<file path="src/rtl/bcd_cnt_n.sv">
// bcd_cnt_n: multi-digit up/down counter with a configurable digit base.
// Every digit is 4 bits wide and counts modulo BASE (decimal by default).
// All digits step in the same cycle; the carry/borrow chain is resolved
// combinationally from the current value, so there is no ripple latency.
// Loads replace any digit >= BASE with 0 and flag it on lerr.
// Optional build macro BCDN_SAT_EN: the counter saturates at its end values
// instead of wrapping (co still pulses on every blocked count edge).
module bcd_cnt_n #(
    parameter int DIGITS = 4,   // 1..8
    parameter int BASE   = 10   // 2..16
) (
    input  logic                  clk,
    input  logic                  rst,
    input  logic                  en,
    input  logic                  clr,
    input  logic                  updown,
    input  logic                  load,
    input  logic [4*DIGITS-1:0]   din,
    output logic [4*DIGITS-1:0]   q,
    output logic                  co,
    output logic [DIGITS-1:0]     dco,
    output logic                  lerr
);

    localparam logic [3:0] DMAX  = 4'(BASE - 1);
    localparam logic [4:0] DBASE = 5'(BASE);

    logic [4*DIGITS-1:0] q_q, q_d;
    logic                co_q, co_d;
    logic [DIGITS-1:0]   dco_q, dco_d;
    logic                lerr_q, lerr_d;

    logic [4*DIGITS-1:0] load_val;
    logic                load_bad;
    logic [4*DIGITS-1:0] cnt_val;
    logic [DIGITS-1:0]   cnt_dco;
    logic                cnt_wrap;

    // Scrub illegal load digits to zero and note whether any were found
    always_comb begin
        load_val = '0;
        load_bad = 1'b0;
        for (int i = 0; i < DIGITS; i++) begin
            if ({1'b0, din[4*i +: 4]} >= DBASE) begin
                load_bad = 1'b1;
            end else begin
                load_val[4*i +: 4] = din[4*i +: 4];
            end
        end
    end

    // Carry/borrow chain: a digit steps only while every lower digit wrapped
    always_comb begin
        logic chain;
        chain   = 1'b1;
        cnt_val = q_q;
        cnt_dco = '0;
        for (int i = 0; i < DIGITS; i++) begin
            if (chain) begin
                if (!updown) begin
                    if (q_q[4*i +: 4] == DMAX) begin
                        cnt_val[4*i +: 4] = 4'd0;
                        cnt_dco[i]        = 1'b1;
                    end else begin
                        cnt_val[4*i +: 4] = q_q[4*i +: 4] + 4'd1;
                        chain             = 1'b0;
                    end
                end else begin
                    if (q_q[4*i +: 4] == 4'd0) begin
                        cnt_val[4*i +: 4] = DMAX;
                        cnt_dco[i]        = 1'b1;
                    end else begin
                        cnt_val[4*i +: 4] = q_q[4*i +: 4] - 4'd1;
                        chain             = 1'b0;
                    end
                end
            end
        end
        // chain still set means every digit wrapped: whole-counter wrap
        cnt_wrap = chain;
    end

    // Next state: clr, then load, then count, then hold; pulses default low
    always_comb begin
        q_d    = q_q;
        co_d   = 1'b0;
        dco_d  = '0;
        lerr_d = lerr_q;
        if (clr) begin
            q_d    = '0;
            lerr_d = 1'b0;
        end else if (en && load) begin
            q_d    = load_val;
            lerr_d = load_bad;
        end else if (en) begin
`ifdef BCDN_SAT_EN
            if (cnt_wrap) begin
                co_d = 1'b1;
            end else begin
                q_d   = cnt_val;
                dco_d = cnt_dco;
            end
`else
            q_d   = cnt_val;
            dco_d = cnt_dco;
            co_d  = cnt_wrap;
`endif
        end
    end

    // State registers with asynchronous active-low reset
    always_ff @(posedge clk or negedge rst) begin
        if (!rst) begin
            q_q    <= '0;
            co_q   <= 1'b0;
            dco_q  <= '0;
            lerr_q <= 1'b0;
        end else begin
            q_q    <= q_d;
            co_q   <= co_d;
            dco_q  <= dco_d;
            lerr_q <= lerr_d;
        end
    end

    assign q    = q_q;
    assign co   = co_q;
    assign dco  = dco_q;
    assign lerr = lerr_q;

endmodule

</file>
<file path="config.mk">
export PLATFORM = sky130hd
export DESIGN_NAME = bcd_cnt_n
export DESIGN_NICKNAME = d
export VERILOG_FILES = /design/src/rtl/bcd_cnt_n.sv
export SDC_FILE = /design/constraint.sdc
export NUM_CORES = 1
export LEC_CHECK = 0
export ABC_AREA = 0
export BUFFER_PORTS_ARGS = -buffer_cell sky130_fd_sc_hd__buf_4
export CAP_MARGIN = 5
export CORE_MARGIN = 5
export CORE_UTILIZATION = 45
export CTS_CLUSTER_DIAMETER = 80
export DETAILED_ROUTE_END_ITERATION = 7
export PLACE_DENSITY = 0.67
export SYNTH_ARGS = -nofsm -noshare
export SYNTH_HDL_FRONTEND = slang
export SYNTH_SLANG_ARGS = --single-unit
</file>
<file path="constraint.sdc">
create_clock -name clk -period 3.2 [get_ports clk]
set_input_delay 0.32 -clock clk [delete_from_list [all_inputs] [get_ports clk]]
set_output_delay 0.32 -clock clk [all_outputs]
set_load 0.005 [all_outputs]
</file>
* After elaboration in Yosys (flattened, before gate mapping)
Index checks and enable logic that the tools add are counted.
Word-level totals: flip-flop bits (word level) 22, input bits 22, output and inout port bits 22, word-level logic and storage cells 85
Cells by class: $add $sub $neg 8, $lt $le $gt $ge 4, equal/unequal tests 4, multiplexer cells 49, reductions and logical operators 13
Operators by type and width (number):
- 4-bit two-way mux | 22
- 16-bit two-way mux | 3
- 1-bit two-way mux | 24
- 4-bit by 1-bit adder with 4-bit output (second input constant) | 4
- 4-bit == test (second input constant) | 4
- 4-bit greater-or-equal comparator (second input constant) | 4
- 4-bit zero test | 4
- 4-bit by 1-bit subtractor with 4-bit output (second input constant) | 4
- 3-bit nonzero test | 4
- 2-bit AND reduction | 3
- 2-bit nonzero test | 1
- 1-bit logical AND | 1

* Longest topological paths before layout
Gate-level depths: netlist of run 1.
depth in word-level cells 9, depth in mapped cells 7, depth with buffers taken out 7

* Least setup slack after synthesis of run 1
No wires, ideal clock.
path type register to register, start reg q_q[4], in the netlist q[4], end reg q_q[12], in the netlist q[12], setup time 0.065 ns, arrival time 1.736 ns, data required time 3.135 ns, path slack 1.399 ns, stages on the path, launching flop included 8, path buffers 0, period minus slack after synthesis 1.801 ns, cell sequence dfrtp_1 inv_1 ha_1 nand3b_1 a21o_1 or4_1 a21oi_1 o21ba_1
Between the ends: longest elaborated chain between the ends 7, elaborated cells between the ends (all ways) 9, those cells by class eq/ne: 1; mux: 5; reduce/logical: 3
Ends and longest elaborated chain:
- start: declaration | RTL line 28 | logic [4*DIGITS-1:0] q_q, q_d;
- start signal: assignment | RTL line 119 | q_q <= q_d;
- 4-bit == test / 4-bit zero test (equally long branches) | RTL line 61, 69
- 1-bit two-way mux (on tied branches) | RTL line 61, 69
- 1-bit two-way mux (*) | RTL line 60 | if (!updown) begin
- 1-bit two-way mux (*) (2 in series) | RTL line 59 | if (chain) begin
- 3-bit nonzero test (no line) (*)
- 2-bit AND reduction (no line) (*)
Mark *: on every way between the ends. The rest lies on a longest branch, timed or not. A chain may end at the register's enable or synchronous reset.

* Worst setup path after layout of run 1
start reg q_q[5], in the netlist q[5], end reg q_q[14], in the netlist q[14]
The elaborated chain is that of the path after synthesis.

==> results of run 1 <==
## state kept, by name, summed over array words and instances, names as in the netlist
| signal | flops |
|---|---|
| lerr | 1 |
| q | 16 |
| co | 1 |
| dco | 3 |
## kinds of logic (layout without fill, tap and decap cells)
family / count (synthesis) / after routing / share of synthesized area
buffers and inverters: 32 / 61 / 0.0777
AOI/OAI and AO/OA: 80 / 80 / 0.302
adders and majority gates: 3 / 3 / 0.0210
muxes: 5 / 5 / 0.0371
and+or+nand+nor: 79 / 79 / 0.239
DFF: 21 / 21 / 0.294
xor gates and xnor gates: 6 / 6 / 0.0294
## cell usage after synthesis, types with 3 or more instances
cell	instances	area share
nand3_1	4	0.011
a221oi_1	5	0.024
a21boi_0	4	0.017
o22ai_1	4	0.014
a21oi_1	18	0.050
clkbuf_1	8	0.017
xnor2_1	4	0.020
nor3_1	9	0.025
mux2_1	3	0.019
nand2_1	15	0.031
o21ai_0	15	0.042
nor3b_1	5	0.021
dfrtp_1	21	0.29
ha_1	3	0.021
nand2b_1	7	0.024
and3b_1	3	0.015
inv_1	12	0.025
nand3b_1	4	0.017
buf_1	4	0.0084
and2_1	4	0.014
o211ai_1	3	0.013
a211oi_1	6	0.025
buf_2	6	0.017
nor2_1	18	0.038
## through the flow
step                      hold slack, ps  setup WS, ps  utilization
after floorplan                     24.4          1400            -
after global placement               222          1260        0.533
after detailed placement             224          1240        0.533
after CTS                            318          1220        0.547
after global routing                 322          1070        0.547
final                                316          1220        0.547
## routing by layer
metal,track usage,wire length (um),vias to the layer above
li1,-,-,881
met1,0.264,2080,844
met2,0.288,2170,57
met3,0.0427,364,6
met4,0.0410,44,0
met5,0,0,-
## layout make-up
type / count / area [sq um] / share of cell area
repair buffers: 45 / 340 / 0.159
multi-input cells: 173 / 1120 / 0.525
clock buffers: 4 / 45.0 / 0.0210
flip-flops and latches: 21 / 526 / 0.245
well taps: 50 / 62.6 / 0.0292
inverters: 12 / 45.0 / 0.0210
## worst min-delay path, cell delays in order
cell and delay, ps:
buf_4 110, nand3_1 50, a21oi_1 50
## timing repair
action / in CTS / in global routing
hold buffers: 1 / 0
endpoints found under the hold margin: 21 / 0
setup buffers: 0 / 0
gates resized for setup: 0 / 0
## report_power, final
part	leakage (nW)	switching, mW	internal, mW
Sequential	0.283	0.0440	0.283
Combinational	0.623	0.112	0.117
Clock	0.0228	0.0836	0.0886
Total	0.928	0.240	0.489
## worst max path at each step
| stage | from | endpoint | slack (ps) | cells past startpoint |
|---|---|---|---|---|
| after CTS | q[5] | q[14] | 1220 | 7 |
| after global placement | q[5] | q[14] | 1260 | 7 |
| after detailed placement | q[5] | q[14] | 1240 | 7 |
| after global routing | q[4] | q[14] | 1070 | 7 |
| after floorplan | q[4] | q[12] | 1400 | 7 |
| final | q[5] | q[14] | 1220 | 7 |
==> impl_metrics.yaml, run 1 <==
run_status:
  status: "completed"
yosys:
  yosysSeqAreaShare: 0.294
  ys.flop_type: "dfrtp_1"
  syn_area_sq_um: 1790
  synth_area_per_cell_sq_um: 7.91
  yosysWarnings: 0
  synth_cell_types: 55
  synthArstFlopShare: 1.00
  netlist_instances: 226
  synth_edf_count: 0
  synth_fp_nets: 251
  ys_ff_latch: 21
timing:
  setup_viol: 0
  hold_viol_final: 0
  fin_worst_skew_ps: 1.76
  tns_ps: 0
  fin_crit_sh: 0.618
  slew_headroom: 0.611
  tightest_slew_ps: 578
  fin_crit_ps: 1980
  slew_viol_final: 0
  fmax_mhz: 506
  rsz0062_at_grt: "no"
min_path:
  worstHoldEndpoint: "q[0]"
  hold_depth: 3
  hp-start: "din[0]"
  hold_class: "input port to flop"
clock_network:
  ctsLongestPathBuffers: 2
  root_buffer: "clkbuf_8"
  cts_tree: "built"
  clock_latency_ps: 260
  path_clk_slew_ps: 70
  htreeDepth: 1
  cts_sinks: 21
  cts_buffers: 3
global_route:
  grt_pass1_wl_um: 7850
  antenna_found_initial: 0
  grt_overflow: 0
  grt_pass1_vias: 1592
  track_usage: 0.186
  grt_max_degree: 32
setup_path:
  critPathKind: "flop to flop"
  crit_buf_inv: 1
  critical-path-max-stage-delay_ps: 440
  crit_arrival_ps: 2120
  critical-path-slowest-cell: "dfrtp_1"
  crit_path_end_kind: "flop"
  crit_family: "compound AO/OA/AOI/OAI gates"
  r2r_slack_ps: 1220
  worstPathRequired_ps: 3340
  path_max_fanout: 6
  rr_worst_depth: 7
  rr_endpoint: "q[14]"
  crit_chain: "inv_1 -> ha_1 -> nand3b_1 -> a21oi_1 -> nand2_1 -> o21ba_1 -> mux2_1"
  start_kind: "flop"
  r2r_start: "q[5]"
routing:
  routed_wl_um: 4650
  num_vias: 1788
  drt_iter0_markers: 197
  drc: 0
  dr.pass1.iters: 4
  drtAntennaViolNets: 0
  vias_per_cell: 5.86
  wire_per_inst_um: 15.3
die:
  core-area_sq_um: 3910
  rows: 23
  die_y_um: 73.0
  io_pins: 44
  start_util: 0.457
  die_area_sq_um: 5330
  die_x_um: 73.0
power_and_ir_drop:
  p_per_area_nw_per_um2: 340
  leakage_nw: 0.928
  ir_worst_vdd_mv: 0.303
  power_mw: 0.728
final_layout:
  final_cells: 305
  nets: 281
  stdcell_area_sq_um: 2140
  final_common_cell: "buf_4"
  fill_cells: 379
  layout-drive-gt1-share: 0.212
  n_antenna_cell: 0
  final_cell_mix: "44 x buf_4, 21 x dfrtp_1, 18 x nor2_1, 18 x a21oi_1"
  area_growth_pct: 19.8
placement:
  gp_congestion: 0.896
  port_buffers: 43
  post-dp-hpwl_um: 3360
  dp_cells: 300
  dpl_cell_area_sq_um: 2090
run:
  drv_cap: 0
No activity file was read; power rests on OpenSTA's default activity.
==> run 2: changes to the inputs <==
--- a/config.mk
+++ b/config.mk
@@ -5,7 +5,7 @@
 export SDC_FILE = /design/constraint.sdc
 export NUM_CORES = 1
 export LEC_CHECK = 0
-export ABC_AREA = 0
+export ABC_AREA = 1
 export BUFFER_PORTS_ARGS = -buffer_cell sky130_fd_sc_hd__buf_4
 export CAP_MARGIN = 5
 export CORE_MARGIN = 5
==> constraint.sdc (replaced) <==
create_clock -name clk -period 2.05 [get_ports clk]
set_input_delay 0.205 -clock clk [delete_from_list [all_inputs] [get_ports clk]]
set_output_delay 0.205 -clock clk [all_outputs]
set_load 0.005 [all_outputs]
==> impl_metrics.yaml, run 2 <==
yosys:
  yosys-top-cells-area: "dfrtp_1 31%, nand2_1 18%, nand3_1 13%"
  synth_common_cells: "83 x nand2_1, 45 x nand3_1, 25 x inv_1, 21 x dfrtp_1, 17 x nor2_1"
  synth_fp_nets: 293
  yosysMostFrequentCell: "nand2_1"
  ys_ff_latch: 21
  ys.flop_type: "dfrtp_1"
  synth_edf_count: 0
  yosysWarnings: 0
  yosysSeqAreaShare: 0.305
  synthArstFlopShare: 1.00
  synth_cell_types: 32
  syn_area_sq_um: 1720
  synth_area_per_cell_sq_um: 6.42
  netlist_instances: 268
  yosys.area.top_type: "dfrtp_1"
  synth.top_cell.area_share: 0.305
timing:
  fin_crit_sh: 0.790
  slew_headroom: 0.715
  rsz0062_at_grt: "no"
  setup_viol: 0
  tightest_slew_ps: 428
  fin_crit_ps: 1620
  slew_viol_final: 0
  setup_ws_ps: 430
  tns_ps: 0
  fin_worst_skew_ps: 1.80
  hold_viol_final: 0
  fmax_mhz: 617
clock_network:
  cts_tree: "built"
  cts_sinks: 21
  htreeDepth: 1
  clock_latency_ps: 260
  root_buffer: "clkbuf_8"
  cts_setup_buffers: 0
  path_clk_slew_ps: 80
  ctsLongestPathBuffers: 2
  cts_buffers: 3
setup_path:
  crit_arrival_ps: 1770
  worstPathRequired_ps: 2200
  critical-path-max-stage-delay_ps: 450
  start_kind: "flop"
  crit_chain: "inv_1 -> ha_1 -> nand2_1 -> nand2_1 -> nand2_2 -> inv_2 -> nand3_1 -> nand2_2 -> nand2_2 -> nand2_1 -> nand2_1"
  critPathKind: "flop to flop"
  critical-path-slowest-cell: "dfrtp_1"
  crit_path_end_kind: "flop"
  cp_common_cell: "nand2_1"
  path_max_fanout: 6
die:
  rows: 22
  core-area_sq_um: 3690
  die_area_sq_um: 5160
  die_y_um: 71.9
  io_pins: 44
  die_x_um: 71.9
  start_util: 0.467
routing:
  drtAntennaViolNets: 0
  num_vias: 1838
  drc: 0
  dr.pass1.iters: 4
  wire_per_inst_um: 12.7
  vias_per_cell: 5.09
  routed_wl_um: 4570
  drt_iter0_markers: 137
global_route:
  grt_pass1_wl_um: 7630
  track_usage: 0.184
  antenna_found_initial: 0
  grt_overflow: 0
  grt_max_degree: 22
  grt_pass1_vias: 1652
power_and_ir_drop:
  leakage_nw: 1.17
  power_mw: 1.37
  p_per_area_nw_per_um2: 640
  ir_worst_vdd_mv: 0.420
placement:
  post-dp-hpwl_um: 3600
  port_buffers: 43
  post-place-ws_ps: 458
  gp_congestion: 0.845
final_layout:
  area_growth_pct: 24.3
  layout-drive-gt1-share: 0.224
  nets: 339
  final_common_cell: "nand2_1"
  final_util: 0.580
  n_antenna_cell: 0
  final_cell_mix: "83 x nand2_1, 45 x nand3_1, 43 x buf_4, 25 x inv_1, 21 x dfrtp_1"
  largest_reg_flops: 16
run_status:
  status: "completed"
run:
  drv_cap: 0
min_path:
  hold_class: "input port to flop"
[run 2: per-layer routing]
metal	track usage	routed length, um
met1	0.255	2170
met4	0.0188	16
met5	0	0
met3	0.0449	257
met2	0.298	2130
[run 2: final timing paths]
check | from | end | slack (ps) | depth (start not counted)
setup / recovery | q[4] | q[15] | 430 | 11
hold / removal | din[0] | q[0] | 250 | 3
setup reg to reg | q[4] | q[15] | 430 | 11
hold reg to reg | lerr | lerr | 540 | 1
max in group asynchronous | rst | q[14] | 1460 | 2
min in group asynchronous | rst | dco[0] | 370 | 2
[run 2: where the power goes]
group / switching, mW / internal, mW / total (mW)
combinational: 0.317 / 0.236 / 0.552
sequential: 0.0842 / 0.461 / 0.545
clock: 0.137 / 0.135 / 0.273
[run 2: cell type report]
type / count / area, sq um
Sequential cell: 21 / 526
Timing Repair Buffer: 44 / 333
Multi-Input combinational cell: 210 / 1040
Tap cell: 48 / 60.1
Clock inverter: 1 / 5.00
Clock buffer: 3 / 41.3
Inverter: 34 / 131
Fill cell: 392 / 1550
[run 2: cells by family after synthesis]
family | count (synthesis) | share of synthesized area
DFF | 21 | 0.305
AOI/OAI and AO/OA | 40 | 0.139
xor gates and xnor gates | 3 | 0.0153
buffers and inverters | 37 | 0.0879
and+or+nand+nor | 164 | 0.431
adders and majority gates | 3 | 0.0218
[run 2: repair_timing]
action                                 4_1_cts  5_1_grt
hold buffers                                 1        0
gates resized for setup                      0        0
endpoints found under the hold margin       21        0
[run 2: through the flow]
step / hold WS, ps / std cells / instance area, sq um
6_report: 252 / 361 / 2140
5_1_grt: 257 / 361 / 2140
4_1_cts: 250 / 361 / 2140
3_5_place_dp: 108 / 356 / 2080
3_3_place_gp: 111 / 356 / 2080
2_1_floorplan: -90.6 / 268 / 1720
[run 2: critical path: cells and delay by family (launching register included)]
family                   cells  cell delay, ps
AND/OR/NAND/NOR              8             620
flip-flops                   1             450
buffers and inverters        2             200
adder cells (fa/ha/maj)      1             230
